### config.mk
export PLATFORM = sky130hd
export DESIGN_NAME = board_store
export DESIGN_NICKNAME = d
export VERILOG_FILES = /design/src/rtl/board_store.sv
export SDC_FILE = /design/constraint.sdc
export NUM_CORES = 1
export LEC_CHECK = 0
export BUFFER_PORTS_ARGS = -buffer_cell sky130_fd_sc_hd__buf_2
export CAP_MARGIN = 20
export CELL_PAD_IN_SITES_DETAIL_PLACEMENT = 0
export CELL_PAD_IN_SITES_GLOBAL_PLACEMENT = 1
export CORE_MARGIN = 2
export CORE_UTILIZATION = 30
export DETAILED_ROUTE_END_ITERATION = 6
export PLACE_DENSITY = 0.65
export RECOVER_POWER = 100
export SETUP_SLACK_MARGIN = 0.4
export SYNTH_ARGS = -nofsm -noshare
export SYNTH_HDL_FRONTEND = slang
export SYNTH_SLANG_ARGS = --single-unit
### constraint.sdc
create_clock -name clock -period 22.8 [get_ports clock]
set_input_delay 6.84 -clock clock [delete_from_list [all_inputs] [get_ports clock]]
set_output_delay 6.84 -clock clock [all_outputs]
set_load 0.005 [all_outputs]
### src/rtl/board_store.sv
// board_store: authoritative 4x4 tile bank for 2048 with read port, scan stream and move statistics.
// Optional undo support is enabled by defining BOARD_STORE_UNDO_EN.
module board_store #(
  parameter int          MOVE_W     = 16,
  parameter logic [63:0] INIT_BOARD = 64'h0
) (
  input  logic              clock,
  input  logic              reset_n,
  input  logic              update,
  input  logic [63:0]       newvalues,
  input  logic              clear,
  output logic [63:0]       oldvalues,
  output logic              board_changed,
  output logic [MOVE_W-1:0] move_count,
  output logic [4:0]        empty_count,
  output logic [3:0]        max_tile,
  input  logic              rd_req,
  input  logic [3:0]        rd_addr,
  output logic              rd_valid,
  output logic [3:0]        rd_data,
  input  logic              scan_start,
  output logic              scan_busy,
  output logic              scan_valid,
  output logic [3:0]        scan_idx,
  output logic [3:0]        scan_data,
  output logic              scan_last,
  input  logic              undo,
  output logic [0:0]        scan_state
);

  localparam logic [0:0]        S_IDLE = 1'b0;
  localparam logic [0:0]        S_SCAN = 1'b1;
  localparam logic [MOVE_W-1:0] ONE    = {{(MOVE_W-1){1'b0}}, 1'b1};
  localparam logic [MOVE_W-1:0] MAXC   = {MOVE_W{1'b1}};

  // Tile 0 lives in the top nibble, so shift left by idx nibbles and take the top.
  function automatic logic [3:0] tile_of(input logic [63:0] b, input logic [3:0] idx);
    logic [63:0] s;
    s = b << {idx, 2'b00};
    return s[63:60];
  endfunction

  function automatic logic [4:0] empty_of(input logic [63:0] b);
    logic [4:0] n;
    n = 5'd0;
    for (int i = 0; i < 16; i++)
      if (b[4*i +: 4] == 4'd0) n = n + 5'd1;
    return n;
  endfunction

  function automatic logic [3:0] max_of(input logic [63:0] b);
    logic [3:0] m;
    m = 4'd0;
    for (int i = 0; i < 16; i++)
      if (b[4*i +: 4] > m) m = b[4*i +: 4];
    return m;
  endfunction

  logic [63:0] board;
  logic [63:0] snap;
  logic [3:0]  scan_ptr;
  logic        altering;

  assign oldvalues = board;
  assign altering  = (newvalues != board);

`ifdef BOARD_STORE_UNDO_EN
  logic [63:0] prev_board;
  logic        undo_avail;

  always_ff @(posedge clock or negedge reset_n) begin
    if (!reset_n) begin
      prev_board <= INIT_BOARD;
      undo_avail <= 1'b0;
    end else if (clear) begin
      undo_avail <= 1'b0;
    end else if (update) begin
      if (altering) begin
        prev_board <= board;
        undo_avail <= 1'b1;
      end
    end else if (undo) begin
      undo_avail <= 1'b0;
    end
  end
`else
  logic undo_unused;
  assign undo_unused = undo;
`endif

  // Board, change pulse and saturating move counter; priority clear > update > undo.
  always_ff @(posedge clock or negedge reset_n) begin
    if (!reset_n) begin
      board         <= INIT_BOARD;
      move_count    <= '0;
      board_changed <= 1'b0;
    end else begin
      board_changed <= 1'b0;
      if (clear) begin
        board      <= INIT_BOARD;
        move_count <= '0;
      end else if (update) begin
        board <= newvalues;
        if (altering) begin
          board_changed <= 1'b1;
          if (move_count != MAXC) move_count <= move_count + ONE;
        end
      end
`ifdef BOARD_STORE_UNDO_EN
      else if (undo && undo_avail) begin
        board <= prev_board;
        if (move_count != '0) move_count <= move_count - ONE;
      end
`endif
    end
  end

  always_ff @(posedge clock or negedge reset_n) begin
    if (!reset_n) begin
      empty_count <= empty_of(INIT_BOARD);
      max_tile    <= max_of(INIT_BOARD);
    end else begin
      empty_count <= empty_of(board);
      max_tile    <= max_of(board);
    end
  end

  // Reads sample the register before any same-edge load lands.
  always_ff @(posedge clock or negedge reset_n) begin
    if (!reset_n) begin
      rd_valid <= 1'b0;
      rd_data  <= 4'd0;
    end else begin
      rd_valid <= rd_req;
      if (rd_req) rd_data <= tile_of(board, rd_addr);
    end
  end

  always_ff @(posedge clock or negedge reset_n) begin
    if (!reset_n) begin
      scan_state <= S_IDLE;
      scan_ptr   <= 4'd0;
      snap       <= 64'd0;
    end else if (clear) begin
      scan_state <= S_IDLE;
      scan_ptr   <= 4'd0;
    end else if (scan_state == S_IDLE) begin
      if (scan_start) begin
        scan_state <= S_SCAN;
        scan_ptr   <= 4'd0;
        snap       <= board;
      end
    end else begin
      scan_ptr <= scan_ptr + 4'd1;
      if (scan_ptr == 4'd15) scan_state <= S_IDLE;
    end
  end

  assign scan_busy  = (scan_state == S_SCAN);
  assign scan_valid = scan_busy;
  assign scan_idx   = scan_busy ? scan_ptr : 4'd0;
  assign scan_data  = scan_busy ? tile_of(snap, scan_ptr) : 4'd0;
  assign scan_last  = scan_busy && (scan_ptr == 4'd15);

endmodule

==> reports/metrics.cfg, run 1 <==
[global_routing]
grt_util_all_layers_pct=18.7
antenna_found_initial=1
grt-ovfl-total=0
grt_pass1_vias=9731
grt_pass1_wl_um=60000
grt_max_degree=109

[finish]
fillerInstances=4178
drive_above_1_share_pct=24.8
synthToLayoutAreaGrowth_pct=17.1
multi_input_area_um2=7820
seqCellArea_um2=4110
nNetsFinal=1512
utilization_pct=35.5

[sta]
slew_headroom_pct=-214
slew_violations=313
worst_pin_slew_ns=4.71
rsz0062_at_grt=no
whs_ns=0.504
finalHoldViolCount=0
finalCritPeriodShare_pct=93.4
fin_skew_ns=0.0127
setup_tns_ns=0
max_freq_mhz=47.0
setup_viol=0
min_period_ns=21.29

[cts]
insertion_delay_ns=0.45
htreeDepth=4
numCtsBuffers=17
cts_hold_buf=0
clkSinkCount=164
max-clock-path-buffers=2
cts_tree=done
cts-root-buf=clkbuf_16
clk_pin_slew_ns=0.07

[die]
die_area_um2=42700
initial_utilization_pct=30.3
fp.dieH_um=207
top_level_ports=182
rows=74
die_w_um=207
core_um2=40600

[route]
first_pass_iters=5
avgRoutedWirePerCell_um=20.7
drt_first_iter_violations=769
routed-via-count=10305
wirelength_um=40000
ant_nets=0
drc=0
vias_per_cell=5.34

[setup_path]
max_stage_delay_ns=0.45
r2r_slack_ns=1.51
crit_start=oldvalues[1]
worstPathMaxFanout=7
reg2regPathDepth=106
setup.worst_path.end_class=flip-flop
critPathKind=reg2reg
worstPathArrival_ns=21.60
required_ns=23.11
r2r-end=max_tile[3]
start_kind=flip-flop
r2r_start=oldvalues[1]
slowest_stage=dfrtp_1

[logic_synthesis]
synth_cell_types=98
dominantRegCellSynth=dfrtp_1
synth_edf_count=0
synth_nets=1354
syn_avg_cell_area_um2=10.0
synthCells=1227
synth_area_leaders=dfrtp_1, mux2_2, mux4_2
synth_top_area_share_pct=33.1
yosysTopAreaCell=dfrtp_1
async_flop_share_pct=100
synth_area_um2=12300
ys_seq_area_share_pct=33.3
synth-seq-cells=164
yosysWarnings=0

[pwr]
pwr-share-comb_pct=66.6
p_int_mw=1.07
powerDensity_nw_per_um2=138
power_frac_seq_pct=18.2
swShare_pct=46.1
clockPowerShare_pct=15.3
leakagePower_nw=6.24
ir_drop_uv=86.3
power.net_switching_mw=0.919

[placed_design]
dp_hpwl_um=30100
routabilityCongestion=0.869
portBuffers=180

[outcome]
outcome=finished, violations left
violations=capacitance limit, slew limit

[min_path]
min_delay_worst_endpoint=snap[36]
hold_start=snap[36]
hold_class=reg2reg
holdPathStages=1

[run]
cap_violations=5

## timing repair
action | in CTS | in global routing
hold endpoints to repair | 0 | 0
buffers inserted | 0 | 16
gates resized for setup | 2 | 35
setup endpoints to repair | 4 | 4
pin swaps | 0 | 13
## state kept, by name, indices dropped and copies added, names as in the netlist
register	count
rd_valid	1
scan_ptr	4
scan_busy	1
snap	64
empty_count	5
rd_data	4
max_tile	4
board_changed	1
oldvalues	64
move_count	16
## power groups by stage
stage               clock [mW]  combinational [mW]  sequential, mW
floorplan                    0                1.02           0.352
global placement             0                1.23           0.366
detailed placement           0                1.26           0.367
CTS                      0.311                1.27           0.361
global route             0.323                1.49           0.366
finish                   0.305                1.33           0.362
## cells in the final DEF, fill, tap and decap left out, drive strengths merged, types with 11 or more instances in the layout
cell    instances
a21oi          30
a31oi          13
and2           14
buf           122
clkbuf        102
dfrtp         163
ha             52
inv            75
mux2           99
mux2i          76
mux4           40
nand2          63
nand3          25
nand4          26
nor2          118
nor2b          11
nor3           18
nor4           23
o211ai         12
o21ai          41
xnor2         100
xor2           24
## layer usage
metal	global-route usage [%]	routed length (um)	vias to the layer above
li1	-	-	4790
met1	26.2	18700	5231
met2	30.4	19000	250
met3	2.76	1690	32
met4	4.26	631	2
met5	0	12	-
## stage by stage
step	cell area [um2]	setup slack [ns]	instances	total power, mW
after floorplan	12300	2.68	1227	1.37
after global placement	13700	0.580	1880	1.60
after detailed placement	13700	0.334	1880	1.63
after CTS	14300	0.426	1912	1.95
after global routing	14400	0.154	1930	2.18
final	14400	1.51	1931	1.99
## synthesized netlist by cell type (7+ instances only)
cell type	n
mux2i_1	76
a21oi_1	29
nor2b_1	11
nand2_1	63
nand3_1	25
xor2_1	24
nor2_1	118
nor3_1	17
a31oi_1	12
buf_2	7
o211ai_1	11
xnor2_1	99
mux2_2	99
clkbuf_1	47
mux4_2	40
dfrtp_1	163
nand2b_1	8
inv_1	69
nor4_1	22
ha_1	52
and2_1	13
o21ai_0	38
nand4_1	26
buf_1	8
## layout make-up
| class | count | share of cell area [%] |
|---|---|---|
| timing repair buffer | 206 | 6.76 |
| antenna | 1 | 0.0173 |
| sequential | 164 | 28.5 |
| tap | 532 | 4.61 |
| multi-input combinational | 927 | 54.2 |
| clock inverter | 14 | 1.15 |
| inverter | 69 | 1.80 |
| clock buffer | 18 | 2.97 |
## cell families after synthesis
family,after synthesis,share of synthesized area [%]
xor+xnor,124,8.88
compound gates,188,11.4
mux,215,22.5
flops,164,33.3
simple gates,344,13.9
buf+inv,136,4.38
fa+ha+maj,56,5.61
## critical path, delay by kind of cell (launching register included)
family | cells | cell delay, ns
muxes | 14 | 4.30
buffers and inverters | 8 | 0.61
AOI/OAI and AO/OA | 35 | 6.04
adders and majority gates | 18 | 5.62
DFF | 1 | 0.45
and+or+nand+nor | 31 | 4.13
## how the worst max path moves through the flow
stage | slack (ns) | end | cells after the start
global placement | 0.58 | max_tile[2] | 109
finish | 1.51 | max_tile[3] | 106
global route | 0.15 | max_tile[0] | 107
floorplan | 2.68 | max_tile[2] | 109
detailed placement | 0.33 | max_tile[3] | 106
CTS | 0.43 | max_tile[3] | 106
Note: power is estimated with default switching activity, not from simulation.
==> run 2: changes to the inputs <==
Settings changed: ABC_CLOCK_PERIOD_IN_PS set to 22800, CORE_ASPECT_RATIO set to 0.9, CORE_MARGIN 2 to 4.
==> run 2 against run 1 <==
  * The run still ends with capacitance limit, slew limit left
  * Global-route usage down 0.86 points
  * First-iteration DRC count increased by 12%
  * Power up 1.3%
  * Clock skew shrank 0.0017 ns
  * Routed wire length is 1.6% higher
  * Worst setup slack improved by 0.083 ns
  * Clock power is 8.9% lower
  * Worst hold slack improved by 0.0042 ns
  * Sequential power hardly changed
  * Non-clock buffer count is 6 higher
  * Sequential cell count unchanged
  * Critical path type unchanged
  * Largest cell class unchanged
==> reports/metrics.cfg, run 2 (same netlist as run 1, synthesis figures left out) <==
[sta]
fin_skew_ns=0.0110  ; -0.00171 ns
setup_slack_ns=1.59  ; +0.0834 ns
worst_pin_slew_ns=4.53  ; -0.175 ns
finalHoldViolCount=0  ; unchanged
slew_violations=361  ; +15%
min_period_ns=21.21  ; -0.0834 ns
max_freq_mhz=47.1  ; +0.39%
setup_tns_ns=0  ; unchanged
finalCritPeriodShare_pct=93.0  ; -0.37 points
setup_viol=0  ; unchanged
slew_headroom_pct=-202  ; +12 points
rsz0062_at_grt=no

[pwr]
power.net_switching_mw=0.929  ; +1.0%
pwr-share-comb_pct=68.3  ; +1.7 points
power_frac_seq_pct=17.9  ; -0.3 points
p_int_mw=1.09  ; +1.5%
ir_drop_uv=93.2  ; +8.0%
clockPowerShare_pct=13.8  ; -1.5 points
swShare_pct=46.0  ; -0.10 points
powerDensity_nw_per_um2=140  ; +1.2%
leakagePower_nw=6.27  ; +0.55%

[global_routing]
antenna_found_initial=1  ; unchanged
grt_pass1_vias=9933  ; +2.1%
grt_pass1_wl_um=61500  ; +2.5%
grt_util_all_layers_pct=17.9  ; -0.86 points
grt-ovfl-total=0  ; unchanged
grt_max_degree=88  ; -19%

[cts]
insertion_delay_ns=0.45  ; about the same
htreeDepth=4  ; unchanged
cts_tree=done
clk_pin_slew_ns=0.07  ; about the same
cts-root-buf=clkbuf_16
cts_hold_buf=0  ; unchanged
max-clock-path-buffers=2  ; unchanged
clkSinkCount=164  ; unchanged
numCtsBuffers=17  ; unchanged

[die]
initial_utilization_pct=30.3  ; about the same
core_um2=40600  ; about the same
fp.dieH_um=200  ; -3.1%
die_area_um2=44400  ; +3.9%
rows=70  ; -5.4%
top_level_ports=182  ; unchanged
die_w_um=222  ; +7.2%

[finish]
final_common_cell=dfrtp_1
synthToLayoutAreaGrowth_pct=17.2  ; about the same
layout_common_cells=dfrtp_1, buf_2, nor2_1, xnor2_1, mux2_2
drive_above_1_share_pct=25.9  ; +1.1 points
utilization_pct=35.5  ; about the same
post-route-cell-area_um2=14400  ; about the same
final_cells=1944  ; +0.67%
nNetsFinal=1518  ; +0.40%

[setup_path]
max_stage_delay_ns=0.47  ; +0.02 ns
required_ns=23.16  ; +0.05 ns
start_kind=flip-flop
worstPathArrival_ns=21.57  ; -0.03 ns
slowest_stage=dfrtp_1
worstPathMaxFanout=7  ; unchanged
critPathKind=reg2reg
setup.worst_path.end_class=flip-flop

[placed_design]
dp_hpwl_um=30800  ; +2.4%
preCtsSetupSlack_ns=0.124  ; -0.211 ns
routabilityCongestion=0.894  ; +2.9%
dpl.cell_count=1889  ; +0.48%
placed_cell_area_um2=13700  ; +0.13%
portBuffers=180  ; unchanged

[min_path]
hold_class=reg2reg

[outcome]
violations=capacitance limit, slew limit
outcome=finished, violations left

[route]
avgRoutedWirePerCell_um=20.9  ; +0.96%
vias_per_cell=5.22  ; -2.1%
drt_first_iter_violations=864  ; +12%
ant_nets=0  ; unchanged
first_pass_iters=4  ; -1
wirelength_um=40700  ; +1.6%
drc=0  ; unchanged
routed-via-count=10152  ; -1.5%

[run]
cap_violations=7  ; +2

-- run 2: power groups by stage --
stage / sequential (mW) / clock (mW) / combinational (mW)
finish: 0.362 / 0.278 / 1.38
global route: 0.366 / 0.301 / 1.54
detailed placement: 0.367 / 0 / 1.27
global placement: 0.367 / 0 / 1.24
floorplan: 0.352 / 0 / 1.02
CTS: 0.362 / 0.286 / 1.28
-- run 2: timing repair --
item	in CTS	in global routing
pin swaps	0	11
endpoints found under the setup margin	4	4
buffers inserted	0	21
resized for setup	5	31
-- run 2: routing by layer --
metal  up-vias  track usage (%)  wire, um
met5         -                0         0
met4         0             4.30       783
met3        40             3.90      1990
met2       237             27.4     18200
met1      5076             25.8     19700
li1       4799                -         -
-- run 2: layout make-up --
class	instances	area, um2
fill	4191	26200
clock buffer	20	447
inverter	69	259
timing repair buffer	212	1030
sequential	164	4110
antenna	1	2.50
clock inverter	11	95.1
tap	540	676
multi-input combinational	927	7810
-- run 2: critical path, delay by kind of cell (launching register included) --
kind,cells,cell delay (ns)
flip-flops,1,0.47
multiplexers,14,4.22
AO/OA/AOI/OAI,34,5.75
AND/OR/NAND/NOR,32,4.48
adder cells (fa/ha/maj),17,5.15
buffers and inverters,11,0.99
-- run 2: through the flow --
step | hold slack (ns) | total power [mW]
2_1_floorplan | 0.475 | 1.37
3_3_place_gp | 0.483 | 1.61
3_5_place_dp | 0.493 | 1.63
4_1_cts | 0.508 | 1.93
5_1_grt | 0.521 | 2.21
6_report | 0.508 | 2.02
-- run 2: path summary, 6_finish.rpt --
| kind | endpoint | startpoint | cells after the start | slack [ns] |
|---|---|---|---|---|
| min in group asynchronous | oldvalues[46] | reset_n | 1 | 7.57 |
| max reg2reg | max_tile[0] | oldvalues[1] | 108 | 1.59 |
| max in group asynchronous | snap[25] | reset_n | 3 | 8.73 |
| max | max_tile[0] | oldvalues[1] | 108 | 1.59 |
| min | snap[53] | snap[53] | 1 | 0.51 |
| min reg2reg | snap[53] | snap[53] | 1 | 0.51 |
